$ cat src/rtl/branch_predictor.sv
// Fetch-side 2-bit saturating-counter direction predictor with execute-stage training,
// registered mispredict/flush pulse and saturating branch/mispredict statistics.
module branch_predictor #(
    parameter int IDX_W  = 4,
    parameter int PC_W   = 16,
    parameter int STAT_W = 16
) (
    input  logic              clk,
    input  logic              rst,
    input  logic [PC_W-1:0]   if_pc,
    output logic              pred_taken,
    input  logic              ex_valid,
    input  logic [PC_W-1:0]   ex_pc,
    input  logic [2:0]        ex_type,
    input  logic              ex_taken,
    input  logic              ex_pred_taken,
    output logic              mispredict,
    output logic              flush,
    output logic [STAT_W-1:0] br_count,
    output logic [STAT_W-1:0] mp_count
);
    localparam int unsigned ENTRIES = 2 ** IDX_W;

    logic [1:0]        table_q [ENTRIES];
    logic [1:0]        table_d [ENTRIES];
    logic              mispredict_q, mispredict_d;
    logic [STAT_W-1:0] br_count_q, br_count_d;
    logic [STAT_W-1:0] mp_count_q, mp_count_d;

    logic [IDX_W-1:0]  if_idx;
    logic [IDX_W-1:0]  ex_idx;
    logic              cond;
    logic              wrong;
    logic              unused_pc_bits;

    // Bit 0 of the PC is dropped: instructions are 2 bytes wide.
    assign if_idx = if_pc[IDX_W:1];
    assign ex_idx = ex_pc[IDX_W:1];
    assign unused_pc_bits = ^{if_pc[PC_W-1:IDX_W+1], if_pc[0], ex_pc[PC_W-1:IDX_W+1], ex_pc[0]};

    assign cond  = ex_valid & (ex_type < 3'b100);
    assign wrong = cond & (ex_taken != ex_pred_taken);

    // Reads the registered table, so a same-index update shows up one cycle later.
    assign pred_taken = table_q[if_idx][1];

    always_comb begin
        table_d      = table_q;
        mispredict_d = wrong;
        br_count_d   = br_count_q;
        mp_count_d   = mp_count_q;
        if (cond) begin
            if (ex_taken) begin
                if (table_q[ex_idx] != 2'b11) table_d[ex_idx] = table_q[ex_idx] + 2'b01;
            end else begin
                if (table_q[ex_idx] != 2'b00) table_d[ex_idx] = table_q[ex_idx] - 2'b01;
            end
            if (br_count_q != '1) br_count_d = br_count_q + STAT_W'(1);
        end
        if (wrong && (mp_count_q != '1)) mp_count_d = mp_count_q + STAT_W'(1);
    end

    always_ff @(posedge clk) begin
        if (!rst) begin
            for (int unsigned i = 0; i < ENTRIES; i++) table_q[i] <= 2'b01;
            mispredict_q <= 1'b0;
            br_count_q   <= '0;
            mp_count_q   <= '0;
        end else begin
            table_q      <= table_d;
            mispredict_q <= mispredict_d;
            br_count_q   <= br_count_d;
            mp_count_q   <= mp_count_d;
        end
    end

    assign mispredict = mispredict_q;
    assign flush      = mispredict_q;
    assign br_count   = br_count_q;
    assign mp_count   = mp_count_q;
endmodule
$ cat config.mk
export PLATFORM = sky130hd
export DESIGN_NAME = branch_predictor
export DESIGN_NICKNAME = d
export VERILOG_FILES = /design/src/rtl/branch_predictor.sv
export SDC_FILE = /design/constraint.sdc
export NUM_CORES = 1
export LEC_CHECK = 0
export CAP_MARGIN = 30
export CORE_MARGIN = 2
export CORE_UTILIZATION = 25
export DETAILED_ROUTE_END_ITERATION = 8
export GPL_TIMING_DRIVEN = 0
export HOLD_SLACK_MARGIN = 0.05
export PLACE_DENSITY = 0.44
export SKIP_CTS_REPAIR_TIMING = 1
export SLEW_MARGIN = 20
export SYNTH_ARGS = -nofsm -noshare
export SYNTH_HDL_FRONTEND = slang
export SYNTH_SLANG_ARGS = --single-unit
export TNS_END_PERCENT = 100
$ cat constraint.sdc
create_clock -name clk -period 3.73 [get_ports clk]
set_input_delay 0.373 -clock clk [delete_from_list [all_inputs] [get_ports clk]]
set_output_delay 0.373 -clock clk [all_outputs]
set_load 0.005 [all_outputs]
## Word level (Yosys, flattened, before mapping)

Index checks and enable logic that the tools add are counted.
Widths: inputs -> output; s select.

| cells by class | value |
|---|---|
| muxes and demuxes | 13 |
| equal/unequal tests | 5 |
| bitwise logic cells | 4 |
| magnitude comparators | 4 |
| add/sub/neg operators | 4 |
| reductions and logical operators | 6 |

Operators with widths:

| operator | number |
|---|---|
| $mux 32 | 3 |
| $bwmux 32 | 2 |
| $add 16x1->16 const B | 2 |
| $ne 16x16->1 const B | 2 |
| $bmux 2 s4 | 2 |
| $ge 5x5->1 const B | 2 |
| $mux 2 | 5 |
| $not 4->5 | 2 |
| $demux 2 s4 | 1 |
| $lt 5x1->1 const B | 1 |
| $reduce_bool 2->1 | 2 |
| $lt 3x3->1 const B | 1 |
| $reduce_and 3->1 | 1 |
| $add 2x1->2 const B | 1 |
| $and 1x1->1 | 2 |
| $logic_and 1x1->1 | 2 |
| $ne 2x1->1 const B | 1 |
| $ne 2x2->1 const B | 1 |
| $reduce_and 2->1 | 1 |
| $sub 2x1->2 const B | 1 |
| $ne 1x1->1 | 1 |

| word-level totals | value |
|---|---|
| bits in registers | 65 |
| word-level logic and storage cells | 55 |

## Longest topological paths before layout

Gate-level depths: netlist of run 1.

| depth | value |
|---|---|
| word-level depth | 8 |
| mapped depth | 9 |
| mapped depth without buffers | 8 |

## Least setup slack after synthesis of run 1

Ideal clock, no wire load.

| timing path | value |
|---|---|
| kind | input port to flip-flop |
| start point | input port ex_pc[2] |
| end point | register table_q[3] (netlist name) |
| required time | 3.598 ns |
| path slack | 0.954 ns |
| setup time | 0.132 ns |
| cell stages on the path | 8 |
| arrival | 2.644 ns |
| path through | buf_6 mux4_2 mux4_2 ha_1 mux2_2 nor4b_2 nand3_1 mux2i_1 |

| on the way | value |
|---|---|
| word-level cells in the longest chain between the ends | 8 |
| elaborated cells between the ends (all ways) | 21 |

Ends and longest elaborated chain:

| what | line | RTL |
|---|---|---|
| from (decl) | 13 | `input logic [PC_W-1:0] ex_pc,` |
| $not 4->5 (implied by the code) * | 54, 56 |  |
| $bmux 2 s4 (tied with other cells) | 54, 56 |  |
| $mux 2 (implied by the code) / $logic_and 1x1->1 (equally long branches) | 54, 56 |  |
| $mux 2 (implied by the code) | 54, 56 |  |
| $sub 2x1->2 (tied with other cells) | 56 | `if (table_q[ex_idx] != 2'b00) table_d[ex_idx] = table_q[ex_idx] - 2'b01;` |
| $bwmux 32 (on tied branches) | 56, 54 |  |
| $mux 32 (on tied branches) | 56, 54 |  |
| $mux 32 | 53 | `if (ex_taken) begin` |
| to (signal assigned) | 70 | `table_q <= table_d;` |
| to (decl) | 24 | `logic [1:0] table_q [ENTRIES];` |

Mark *: on every way between the ends. The rest lies on a longest branch, timed or not. The select of a mux whose other input is x is not followed.
A chain may end at the register's enable or synchronous reset.

## Final worst setup path of run 1

Same ends and word-level chain as after synthesis.

==> results of run 1 <==
-- cell usage in the layout (no fill, tap or decap), types with 9 or more instances in the layout --
cell type        count
a21oi_1             17
or4_1               12
mux4_2              15
clkbuf_1            13
mux2i_1             39
nand2_1             47
o31ai_1             13
nand3_1             13
clkbuf_16            9
dfxtp_1             65
clkdlybuf4s50_1     48
nor2_1              22
-- worst max-delay path: cells and delay by family --
kind / cells / cell delay [ps]
AND/OR/NAND/NOR: 2 / 840
adder cells (fa/ha/maj): 1 / 220
multiplexers: 4 / 1530
buffers and inverters: 2 / 790
-- metrics by stage --
step | setup slack, ps | hold WS (ps)
after floorplan | 954 | 441
after CTS | 198 | 471
after detailed placement | -156 | 464
after global placement | -170 | 456
final | 179 | 471
after global routing | 61.5 | 489
-- cell usage after synthesis, types with 2 or more instances --
cell type  instances
buf_4              3
and3_1             6
clkbuf_1          12
nor4_1             5
inv_2              2
nor3_1             3
nand3_1           13
o21a_1             2
nor4_2             3
o21ai_1            7
mux4_2            15
dfxtp_1           65
mux2i_1           39
nand4_1            6
nor2_1            22
nor4b_2            2
a21oi_2            3
nand2b_1           6
nor2b_1            4
or3_1              8
or4_1             12
ha_1               4
inv_1              8
and2_1             5
nand4_2            2
xor2_1             2
buf_6              3
nand2_1           47
o31ai_1           13
and4_1             2
a21oi_1           17
-- routing by layer --
metal,vias up,part of all wire [%],global-route usage [%]
met3,11,5.1,3.95
met1,1427,49,18.0
met4,0,1.2,4.02
met5,-,0,0
met2,56,45,21.3
li1,1445,-,-
-- cell families (layout without fill, tap and decap cells) --
family                   after synthesis  count (layout)  share of synthesized area, %
XOR/XNOR                               3               3                         0.766
buffers and inverters                 29              92                          4.19
adder cells (fa/ha/maj)                4               4                          1.46
flip-flops                            65              65                          37.9
AND/OR/NAND/NOR                      153             153                          24.9
AO/OA/AOI/OAI                         48              48                          9.19
multiplexers                          55              55                          21.6
-- worst min-delay path by stage --
stage	start	endpoint	cells after the start
after floorplan	table_q[17]	table_q[17]	2
after global routing	table_q[7]	table_q[7]	2
final	table_q[3]	table_q[3]	2
after detailed placement	table_q[17]	table_q[17]	2
after CTS	table_q[17]	table_q[17]	2
after global placement	table_q[17]	table_q[17]	2
-- report_power, final --
part           switching [W]  internal (W)  leakage, nW
combinational      0.0000648     0.0000472        0.892
clock               0.000306      0.000548        0.148
sequential        0.00000587      0.000701        0.525
total               0.000377       0.00130         1.57
-- area by class of cell --
class / count / area (um^2) / area share, %
flip-flops and latches: 65 / 1300 / 29.4
inverters: 10 / 37.5 / 0.848
well taps: 176 / 220 / 4.97
multi-input cells: 263 / 1990 / 44.8
clock buffers: 12 / 256 / 5.79
clock inverters: 3 / 40.0 / 0.904
repair buffers: 48 / 480 / 10.9
plain buffers: 19 / 106 / 2.40
==> metrics, run 1 <==
Placed Area 4130 um^2; FF-to-FF End table_q[3]; diode count 0; slew margin rel. 58.0%; DRC viols 0; first-pass GRT wire length 15300 um; pwr dens 378 nW/um^2; crit share post-route 95.2%; worst-path cell chain clkdlybuf4s50_1, buf_6, mux4_2, mux4_2, ha_1, mux2_2, nor4b_2, nand3_1, mux2i_1; Avg Cell Area, Syn 9.61 um^2; Routed WL per cell 15.7 um; Yosys reg bits 65; Min-Delay Path Class flip-flop to flip-flop; final hold vios 0; initial antenna violation count 0; I/O Buffers 48; fill count 1389; Max clock buf depth 2; proportion of synthesized chip area in sequential cells 37.9%; Starting Density 25.7%; Mapped Cells 357; Layout Utilization 33.2%; Netlist cell types 47; Clock transition at path regs 50 ps; crit-path max FO 10; CP Launch Type input port; setup tns final 0 ps; DRT iter0 DRCs 221; non-filler cells, final 596; unrepaired setup endpoints after global routing no; CTS root buf clkbuf_16; slowest stage delay, CP 590 ps; synthesized area 3430 um^2; CTS tree built; FMAX 0.282 GHz; FF-to-FF path depth 7; CP max stage cell nor4b_2; top post-synthesis cells by area dfxtp_1, mux2i_1, mux4_2, nand2_1, o31ai_1; via count 2939; row cnt 42; status finished clean; share of cells above drive strength 1 12.6%; post-route ant nets 0; number of global-route vias before repair 2881; grt ovf 0; number of synthesized flops with an enable pin 0; Nets 460; Worst setup endpoint table_q[3]; crit path DAT 3750 ps; Worst Setup SP ex_pc[2]; Reg-to-Reg Start table_q[1]; leading area contributor after synthesis dfxtp_1; P_leak 1.57 nW; top-area cell type share of the netlist area 37.9%; clock skew 8.94 ps; dpl cells 581; Layout area overhead 29.1%; Worst EP required 3930 ps; First-pass DRT Iterations 4; Ports 75; Peak VDD IR 0.218 mV; design area 4430 um^2; Clock Sinks 65; fin. max-slew vios 0; die area 14700 um^2; core region area 13300 um^2; clk_lat worst skew 340 ps; most used cell along the critical path mux4_2; GP Congestion 0.800; Crit. End Element flip-flop; asr flop ratio synth 0%; Tot Pwr 0.00167 W; Syn Nets 401; Num CTS Buffers 9; H-tree Lvls 3; pin count of the biggest net entering global routing 11; Worst-Margin Slew 630 ps; vias per inst 4.93; CP Class input port to flip-flop; chip height 121 um; r2r setup slk 730 ps; total wire length 9340 um; endpoints failing setup 0; GRT Util Overall 13.5%; min Tclk post-route 3550 ps; Max Cap Viol 0; Top FF cell, synth dfxtp_1; dpl hpwl 6710 um; Die X 121 um; Yosys warnings 0
No activity file was read; power rests on OpenSTA's default activity.
==> run 2: changes to the inputs <==
Settings changed: SETUP_SLACK_MARGIN set to 0.5.
==> run 2 against run 1 <==
Net effect:
- highest routed layer unchanged
- worst hold slack got worse by 2.7 ps
- total power increased by 0.23%
- final cell count is 0.84% higher
- via count up 0.92%
- sequential power about the same
- cell area increased by 1.7%
- setup slack improved by 510 ps
==> metrics, run 2 (synthesis results as in run 1) <==
Ports 75; vias per inst 4.94; GRT Util Overall 13.5%; sw frac 22.5%; Starting Density 25.7%; Worst EP required 3990 ps; clk_lat worst skew 340 ps; P_leak 1.62 nW; endpoints failing setup 0; First-pass DRT Iterations 5; final hold vios 0; GP Congestion 0.800; dpl cells 581; core region area 13300 um^2; Seq pwr share 42.2%; number of global-route vias before repair 2881; Pint 0.00130 W; CP Launch Type input port; CP Class input port to flip-flop; first-pass GRT wire length 15300 um; NetSw 0.000377 W; Clock Sinks 65; DRT iter0 DRCs 181; status finished clean; fill count 1384; pin count of the biggest net entering global routing 11; via count 2966; slew margin rel. 58.7%; diode count 0; most common cell after layout, fill and taps aside dfxtp_1; Clk pwr share 50.8%; unrepaired setup endpoints after global routing no; CTS root buf clkbuf_16; Peak VDD IR 0.219 mV; crit-path max FO 10; Metal-1 WL 4610 um; clock skew 8.65 ps; min Tclk post-route 3040 ps; Worst-Margin Slew 619 ps; Max Cap Viol 0; combinational cell fraction of total power 7.0%; Crit. End Element flip-flop; Min-Delay Path Class flip-flop to flip-flop; met2 routed WL 4270 um; I/O Buffers 48; FMAX 0.329 GHz; post-route setup slack 689 ps; initial antenna violation count 0; dpl hpwl 6710 um; Num CTS Buffers 9; wire length on met3 401 um; grt ovf 0; H-tree Lvls 3; non-filler cells, final 601; pwr dens 372 nW/um^2; Routed WL per cell 15.6 um; Die X 121 um; top sig layer met4; row cnt 42; chip height 121 um; die area 14700 um^2; DRC viols 0; Layout area overhead 31.3%; Post-Place Worst Slack -156 ps; fin. max-slew vios 0; total wire length 9390 um; Nets 465; Max clock buf depth 2; most frequent cells in the layout dfxtp_1, nand2_1, clkdlybuf4s50_1, mux2i_1, nor2_1; crit path DAT 3300 ps; post-route ant nets 0; CTS tree built; crit share post-route 81.5%; share of cells above drive strength 1 13.9%; Clock transition at path regs 50 ps
[run 2: changes by cell type in the layout (fill, tap and decap cells not counted), sizes merged]
cell and delta:
clkdlybuf4s50 -2, dlymetal6s2s +2, buf +5
[run 2: path summary, 6_finish.rpt]
| kind | start | end | slack, ps | cells after the start |
|---|---|---|---|---|
| worst min register to register | table_q[3] | table_q[3] | 470 | 2 |
| worst min-delay path | table_q[3] | table_q[3] | 470 | 2 |
| worst max register to register | table_q[1] | flip-flop | 930 | 8 |
| worst max-delay path | ex_pc[3] | flip-flop | 690 | 9 |
[run 2: worst max-delay path: stages]
cell and delay, ps:
clkdlybuf4s50_1 470, clkbuf_1 430, mux4_2 620, ha_1 220
mux2_2 340, nand4b_1 190, buf_4 190, nor2b_1 240
mux2i_1 210
[run 2: layout make-up]
class	count	area, um^2	area share [%]
buffer	19	108	2.39
clock buffer	12	256	5.69
clock inverter	3	40.0	0.889
inverter	10	37.5	0.833
multi-input combinational	263	2020	44.8
sequential	65	1300	28.9
tap	176	220	4.89
timing repair buffer	53	523	11.6
[run 2: metal layers]
metal  vias up  GRT usage [%]
met2        56           21.3
met5         -              0
li1       1456              -
met3        11           3.95
met1      1443           18.0
met4         0           4.02
[run 2: per-stage QoR]
stage | total power (W) | hold WS [ps] | instance area [um^2] | util, % | setup TNS (ps)
detailed placement | 0.000835 | 464 | 4130 | 31.0 | -1940
floorplan | 0.000784 | 441 | 3430 | - | 0
finish | 0.00168 | 468 | 4500 | 33.7 | 0
global placement | 0.000835 | 456 | 4130 | 31.0 | -2140
CTS | 0.00170 | 471 | 4430 | 33.2 | 0
global route | 0.00175 | 489 | 4500 | 33.7 | 0
[run 2: power groups by stage]
stage          combinational [W]  clock [W]  sequential, W
2_1_floorplan          0.0000635          0       0.000720
3_3_place_gp            0.000113          0       0.000722
3_5_place_dp            0.000113          0       0.000722
6_report                0.000118   0.000852       0.000707
4_1_cts                 0.000113   0.000880       0.000707
5_1_grt                 0.000130   0.000913       0.000707
